--- src/rtl/nibble_serial_adder_ctrl.sv ---
// nibble_serial_adder_ctrl
//   Adds two WIDTH-bit operands by reusing one CHUNK-bit ripple slice over N = WIDTH/CHUNK
//   cycles. The carry is registered between chunks. The input side uses valid/ready and so
//   does the output side. Only one operation is in flight at a time.
//   WIDTH must be a multiple of CHUNK and at least CHUNK.
//
// Ports
//   clk        : rising-edge clock
//   rst_n      : asynchronous active-low reset
//   in_valid   : requester presents a, b, cin (sampled only on the acceptance edge)
//   in_ready   : block is idle and will accept an operation
//   a, b       : operands
//   cin        : carry into chunk 0
//   out_valid  : sum/cout/ovf are valid and held until out_ready
//   out_ready  : consumer accepts the result
//   sum        : a + b + cin modulo 2^WIDTH
//   cout       : unsigned carry out of the MSB
//   ovf        : signed overflow (carry into MSB xor carry out of MSB)
module nibble_serial_adder_ctrl #(
    parameter int unsigned WIDTH = 16,
    parameter int unsigned CHUNK = 4
) (
    input  logic             clk,
    input  logic             rst_n,
    input  logic             in_valid,
    output logic             in_ready,
    input  logic [WIDTH-1:0] a,
    input  logic [WIDTH-1:0] b,
    input  logic             cin,
    output logic             out_valid,
    input  logic             out_ready,
    output logic [WIDTH-1:0] sum,
    output logic             cout,
    output logic             ovf
);

    localparam int unsigned N    = WIDTH / CHUNK;
    localparam int unsigned IdxW = (N > 1) ? $clog2(N) : 1;
    localparam logic [IdxW-1:0] LastIdx = IdxW'(N - 1);

    typedef enum logic [1:0] {StIdle, StRun, StDone} state_e;

    state_e          state_q, state_d;
    logic [IdxW-1:0] idx_q, idx_d;
    logic            carry_q, carry_d;
    logic [WIDTH-1:0] a_q, a_d, b_q, b_d, sum_q, sum_d;
    logic            cout_q, cout_d, ovf_q, ovf_d;
    logic            in_ready_q, in_ready_d, out_valid_q, out_valid_d;

    // Shared adder slice
    logic [CHUNK-1:0] op_a, op_b, slice_sum;
    logic             slice_cout, slice_cmsb;
    logic             c;

    // Operand chunk select, decoded with constant part-selects
    always_comb begin
        op_a = '0;
        op_b = '0;
        for (int k = 0; k < int'(N); k++) begin
            if (idx_q == IdxW'(k)) begin
                op_a = a_q[k*CHUNK +: CHUNK];
                op_b = b_q[k*CHUNK +: CHUNK];
            end
        end
    end

    // Ripple chain; slice_cmsb is the carry into the slice's top bit, which on the last chunk
    // is the carry into bit WIDTH-1.
    always_comb begin
        slice_sum  = '0;
        c          = carry_q;
        slice_cmsb = carry_q;
        for (int i = 0; i < int'(CHUNK); i++) begin
            slice_cmsb   = c;
            slice_sum[i] = op_a[i] ^ op_b[i] ^ c;
            c            = (op_a[i] & op_b[i]) | (c & (op_a[i] ^ op_b[i]));
        end
        slice_cout = c;
    end

    always_comb begin
        state_d = state_q;
        idx_d   = idx_q;
        carry_d = carry_q;
        a_d     = a_q;
        b_d     = b_q;
        sum_d   = sum_q;
        cout_d  = cout_q;
        ovf_d   = ovf_q;
        unique case (state_q)
            StIdle: begin
                if (in_valid) begin
                    a_d     = a;
                    b_d     = b;
                    carry_d = cin;
                    idx_d   = '0;
                    sum_d   = '0;
                    cout_d  = 1'b0;
                    ovf_d   = 1'b0;
                    state_d = StRun;
                end
            end
            StRun: begin
                for (int k = 0; k < int'(N); k++) begin
                    if (idx_q == IdxW'(k)) begin
                        sum_d[k*CHUNK +: CHUNK] = slice_sum;
                    end
                end
                carry_d = slice_cout;
                if (idx_q == LastIdx) begin
                    idx_d   = '0;
                    cout_d  = slice_cout;
                    ovf_d   = slice_cmsb ^ slice_cout;
                    state_d = StDone;
                end else begin
                    idx_d = idx_q + 1'b1;
                end
            end
            StDone: begin
                if (out_ready) begin
                    state_d = StIdle;
                end
            end
            default: state_d = StIdle;
        endcase
        in_ready_d  = (state_d == StIdle);
        out_valid_d = (state_d == StDone);
    end

    always_ff @(posedge clk or negedge rst_n) begin
        if (!rst_n) begin
            state_q     <= StIdle;
            idx_q       <= '0;
            carry_q     <= 1'b0;
            a_q         <= '0;
            b_q         <= '0;
            sum_q       <= '0;
            cout_q      <= 1'b0;
            ovf_q       <= 1'b0;
            in_ready_q  <= 1'b1;
            out_valid_q <= 1'b0;
        end else begin
            state_q     <= state_d;
            idx_q       <= idx_d;
            carry_q     <= carry_d;
            a_q         <= a_d;
            b_q         <= b_d;
            sum_q       <= sum_d;
            cout_q      <= cout_d;
            ovf_q       <= ovf_d;
            in_ready_q  <= in_ready_d;
            out_valid_q <= out_valid_d;
        end
    end

    assign in_ready  = in_ready_q;
    assign out_valid = out_valid_q;
    assign sum       = sum_q;
    assign cout      = cout_q;
    assign ovf       = ovf_q;

endmodule

--- config.mk ---
export PLATFORM = sky130hd
export DESIGN_NAME = nibble_serial_adder_ctrl
export DESIGN_NICKNAME = d
export VERILOG_FILES = /design/src/rtl/nibble_serial_adder_ctrl.sv
export SDC_FILE = /design/constraint.sdc
export NUM_CORES = 1
export LEC_CHECK = 0
export ABC_AREA = 1
export ABC_CLOCK_PERIOD_IN_PS = 4200
export CORE_MARGIN = 8
export CORE_UTILIZATION = 51
export DETAILED_ROUTE_END_ITERATION = 8
export PLACE_DENSITY = 0.88
export SLEW_MARGIN = 40
export SYNTH_ARGS = -nofsm -noshare
export SYNTH_HDL_FRONTEND = slang
export SYNTH_SLANG_ARGS = --single-unit
--- constraint.sdc ---
create_clock -name clk -period 4.2 [get_ports clk]
set_input_delay 1.05 -clock clk [delete_from_list [all_inputs] [get_ports clk]]
set_output_delay 1.05 -clock clk [all_outputs]
set_load 0.03 [all_outputs]
==> results.sh <==
export IMPL_status="completed"
export IMPL_drc_errors=0
export IMPL_die_h_um=88.9
export IMPL_critical_path_buf_inv_count=5
export IMPL_crit_arrival_ns=3.72
export IMPL_placed_cell_area_sq_mm=0.00329
export IMPL_critical_path_top_delay_family="adder cells"
export IMPL_ys_ff_latch=57
export IMPL_worstPathMaxFanout=10
export IMPL_finalHoldViolations=0
export IMPL_drt_first_iter_violations=131
export IMPL_crit_start="idx_q[0]"
export IMPL_slew_violations=0
export IMPL_route_antenna_remaining_nets=0
export IMPL_start_util_pct=53.1
export IMPL_synth_distinct_cells=23
export IMPL_grt_first_pass_wirelength_mm=11.0
export IMPL_cts_resized=0
export IMPL_r2r_setup_slack_ns=0.75
export IMPL_area_growth_pct=29.2
export IMPL_die_area_sq_mm=0.00791
export IMPL_crit_cells=17
export IMPL_place_detailed_hpwl_mm=4.65
export IMPL_place_gp_congestion=0.914
export IMPL_worst_hold_path_num_cells=2
export IMPL_postSynthCellCount=335
export IMPL_synth_nets=380
export IMPL_fin_tns_setup_ns=0
export IMPL_hold_class="reg -> reg"
export IMPL_dr_total_vias=2355
export IMPL_max_freq_ghz=0.290
export IMPL_layout_drive_gt1_share_pct=7.34
export IMPL_avgRoutedWirePerCell_um=13.6
export IMPL_timing_final_crit_share_pct=82.2
export IMPL_postCtsSetupBuffers=0
export IMPL_internal_power_uw=1650
export IMPL_fin_ws_ns=0.750
export IMPL_synthTopCellsByArea="dfrtp_1 (52%), nand2_1 (22%), nand3_1 (5.2%)"
export IMPL_multiInputGateArea_sq_mm=0.00113
export IMPL_worstSetupPathType="reg -> reg"
export IMPL_pre_cts_ws_ns=0.770
export IMPL_start_kind="flop"
export IMPL_pwr_share_seq_pct=31.7
export IMPL_yosysWarningCount=0
export IMPL_yosysTopAreaCellShare_pct=51.7
export IMPL_whs_ns=0.484
export IMPL_p_leak_uw=0.00181
export IMPL_synth_top_cell_by_area="dfrtp_1"
export IMPL_max_slew_margin_rel_pct=60.4
export IMPL_ys_top_cells_by_count="nand2_1 (162), dfrtp_1 (56), nand3_1 (28)"
export IMPL_rsz0062_at_grt="no"
export IMPL_period_needed_ns=3.45
export IMPL_syn_area_sq_mm=0.00271
export IMPL_tightest_slew_ns=0.595
export IMPL_synthArstFlopShare_pct=100
export IMPL_clk_pin_slew_ns=0.06
export IMPL_die_w_um=88.9
export IMPL_cts_hold_buffers=0
export IMPL_fillerInstances=412
export IMPL_yosysSeqAreaShare_pct=52.7
export IMPL_antenna_found_initial=0
export IMPL_worst_setup_path_end_kind="flop"
export IMPL_synth_edff_count=0
export IMPL_clock_sinks=57
export IMPL_reg2reg_depth=17
export IMPL_overflow=0
export IMPL_grt_max_degree=51
export IMPL_hold_path_end="a_q[9]"
export IMPL_powerDensity_mw_per_mm2=846
export IMPL_cpPeakStageDelay_ns=0.40
export IMPL_cts_made_buffers=9
export IMPL_final_cell_area_sq_mm=0.00350
export IMPL_grt_pass1_vias=2398
export IMPL_setup_violations=0
export IMPL_hold_start="a_q[9]"
export IMPL_clock_latency_ns=0.33
export IMPL_antenna_cells=0
export IMPL_coreArea_sq_mm=0.00511
export IMPL_finClkSkew_ns=0.00752
export IMPL_cp_cell_sequence="inv_1 -> ha_1 -> inv_1 -> nor2_1 -> nor2_1 -> nand2_1 -> nand2_1 -> fa_1 -> inv_1 -> fa_1 -> inv_1 -> fa_1 -> inv_1 -> fa_1 -> nor2_1 -> nand2_1 -> nand2_1"
export IMPL_drt_pass1_iterations=5
export IMPL_layout_area_seq_sq_mm=0.00143
export IMPL_critPathSlowestCell="dfrtp_1"
export IMPL_grtUsageTotal_pct=18.1
export IMPL_vdd_ir_drop_max_mv=0.358
export IMPL_ioPinCount=57
export IMPL_clockBufferDepth=2
export IMPL_cts_root_buffer="clkbuf_8"
export IMPL_p_sw_uw=1310
export IMPL_timing_rr_end="sum[3]"
export IMPL_yosys_cell_count_top_type="nand2_1"
export IMPL_drv_cap=0
export IMPL_pwr_share_comb_pct=49.9
export IMPL_htree_levels=3
export IMPL_required_ns=4.47
export IMPL_viasPerCell=5.06
export IMPL_crit_top_cell="inv_1"
export IMPL_routed_wl_mm=6.34
export IMPL_nets=436
export IMPL_rows=26
export IMPL_synth_avg_cell_area_sq_um=8.09
export IMPL_p_sw_share_pct=44.1
export IMPL_power_frac_clock_pct=18.3
export IMPL_synth_ff_type="dfrtp_1"
export IMPL_cts_tree="built"
export IMPL_r2r_start="idx_q[0]"
export IMPL_io_buffers=56
==> power by group through the flow <==
stage | clock network [uW] | logic, uW | registers (uW)
5_1_grt | 570 | 1700 | 967
6_report | 542 | 1480 | 940
3_3_place_gp | 0 | 1410 | 938
4_1_cts | 546 | 1490 | 938
2_1_floorplan | 0 | 944 | 1040
3_5_place_dp | 0 | 1480 | 944
==> area by class of cell <==
type,instances,area share [%]
clock inverters,2,1.00
flip-flops and latches,57,40.8
clock buffers,13,5.11
inverters,19,2.04
repair buffers,58,16.4
multi-input cells,246,32.2
well taps,70,2.50
==> registers in the layout, indices dropped and copies added (netlist names) <==
register,cells
carry_q,1
idx_q,2
cout,1
sum,16
in_ready,1
state_q,2
b_q,16
a_q,16
out_valid,1
ovf,1
==> tightest hold or removal path, cell delays in order, from the launching register on <==
cell and delay, ns:
dfrtp_1 0.34, nand2_1 0.06, nand2_1 0.05
==> cell families after synthesis <==
kind of cell | synth area share [%]
flops | 52.7
buf+inv | 5.72
fa+ha+maj | 4.80
simple gates | 32.2
compound gates | 4.61
==> placed cells by master, fill, tap and decap left out <==
| cell | netlist | final |
|---|---|---|
| dfrtp_1 | 56 | 56 |
| buf_4 | 1 | 3 |
| nand3_2 | 1 | 1 |
| inv_2 | 3 | 3 |
| a21oi_1 | 11 | 11 |
| nor2_1 | 16 | 16 |
| a21boi_0 | 2 | 2 |
| inv_1 | 16 | 16 |
| clkinv_2 | 0 | 1 |
| nor2_4 | 1 | 1 |
| o31ai_1 | 2 | 2 |
| ha_1 | 4 | 4 |
| clkdlybuf4s50_1 | 0 | 55 |
| dfstp_2 | 1 | 1 |
| nor3_1 | 1 | 1 |
| bufinv_16 | 0 | 1 |
| clkbuf_8 | 0 | 13 |
| nand2_1 | 162 | 162 |
| o21ai_0 | 8 | 8 |
| nand2_2 | 3 | 3 |
| nand3_1 | 28 | 28 |
| or2_2 | 2 | 2 |
| nand3b_1 | 1 | 1 |
| fa_1 | 4 | 4 |
==> worst max-delay path by stage <==
stage | end | slack (ns)
after global routing | sum[3] | 0.40
final | sum[3] | 0.75
after floorplan | sum[11] | 1.19
after detailed placement | sum[3] | 0.77
after global placement | sum[11] | 0.95
after CTS | sum[3] | 0.76
==> metal layers <==
metal	share of wire (%)	up-vias	GRT usage (%)
met5	0	-	0
met4	2.5	0	10.4
met3	5.4	13	3.95
met2	50	68	29.0
met1	42	1119	21.8
li1	-	1155	-
==> stage by stage <==
| stage | std cells | power (uW) | utilization (%) |
|---|---|---|---|
| after global routing | 465 | 3230 | 68.6 |
| after global placement | 450 | 2350 | 64.3 |
| after floorplan | 335 | 1980 | - |
| after detailed placement | 450 | 2420 | 64.4 |
| after CTS | 465 | 2970 | 68.6 |
| final | 465 | 2960 | 68.6 |
No activity file was read; power rests on OpenSTA's default activity.
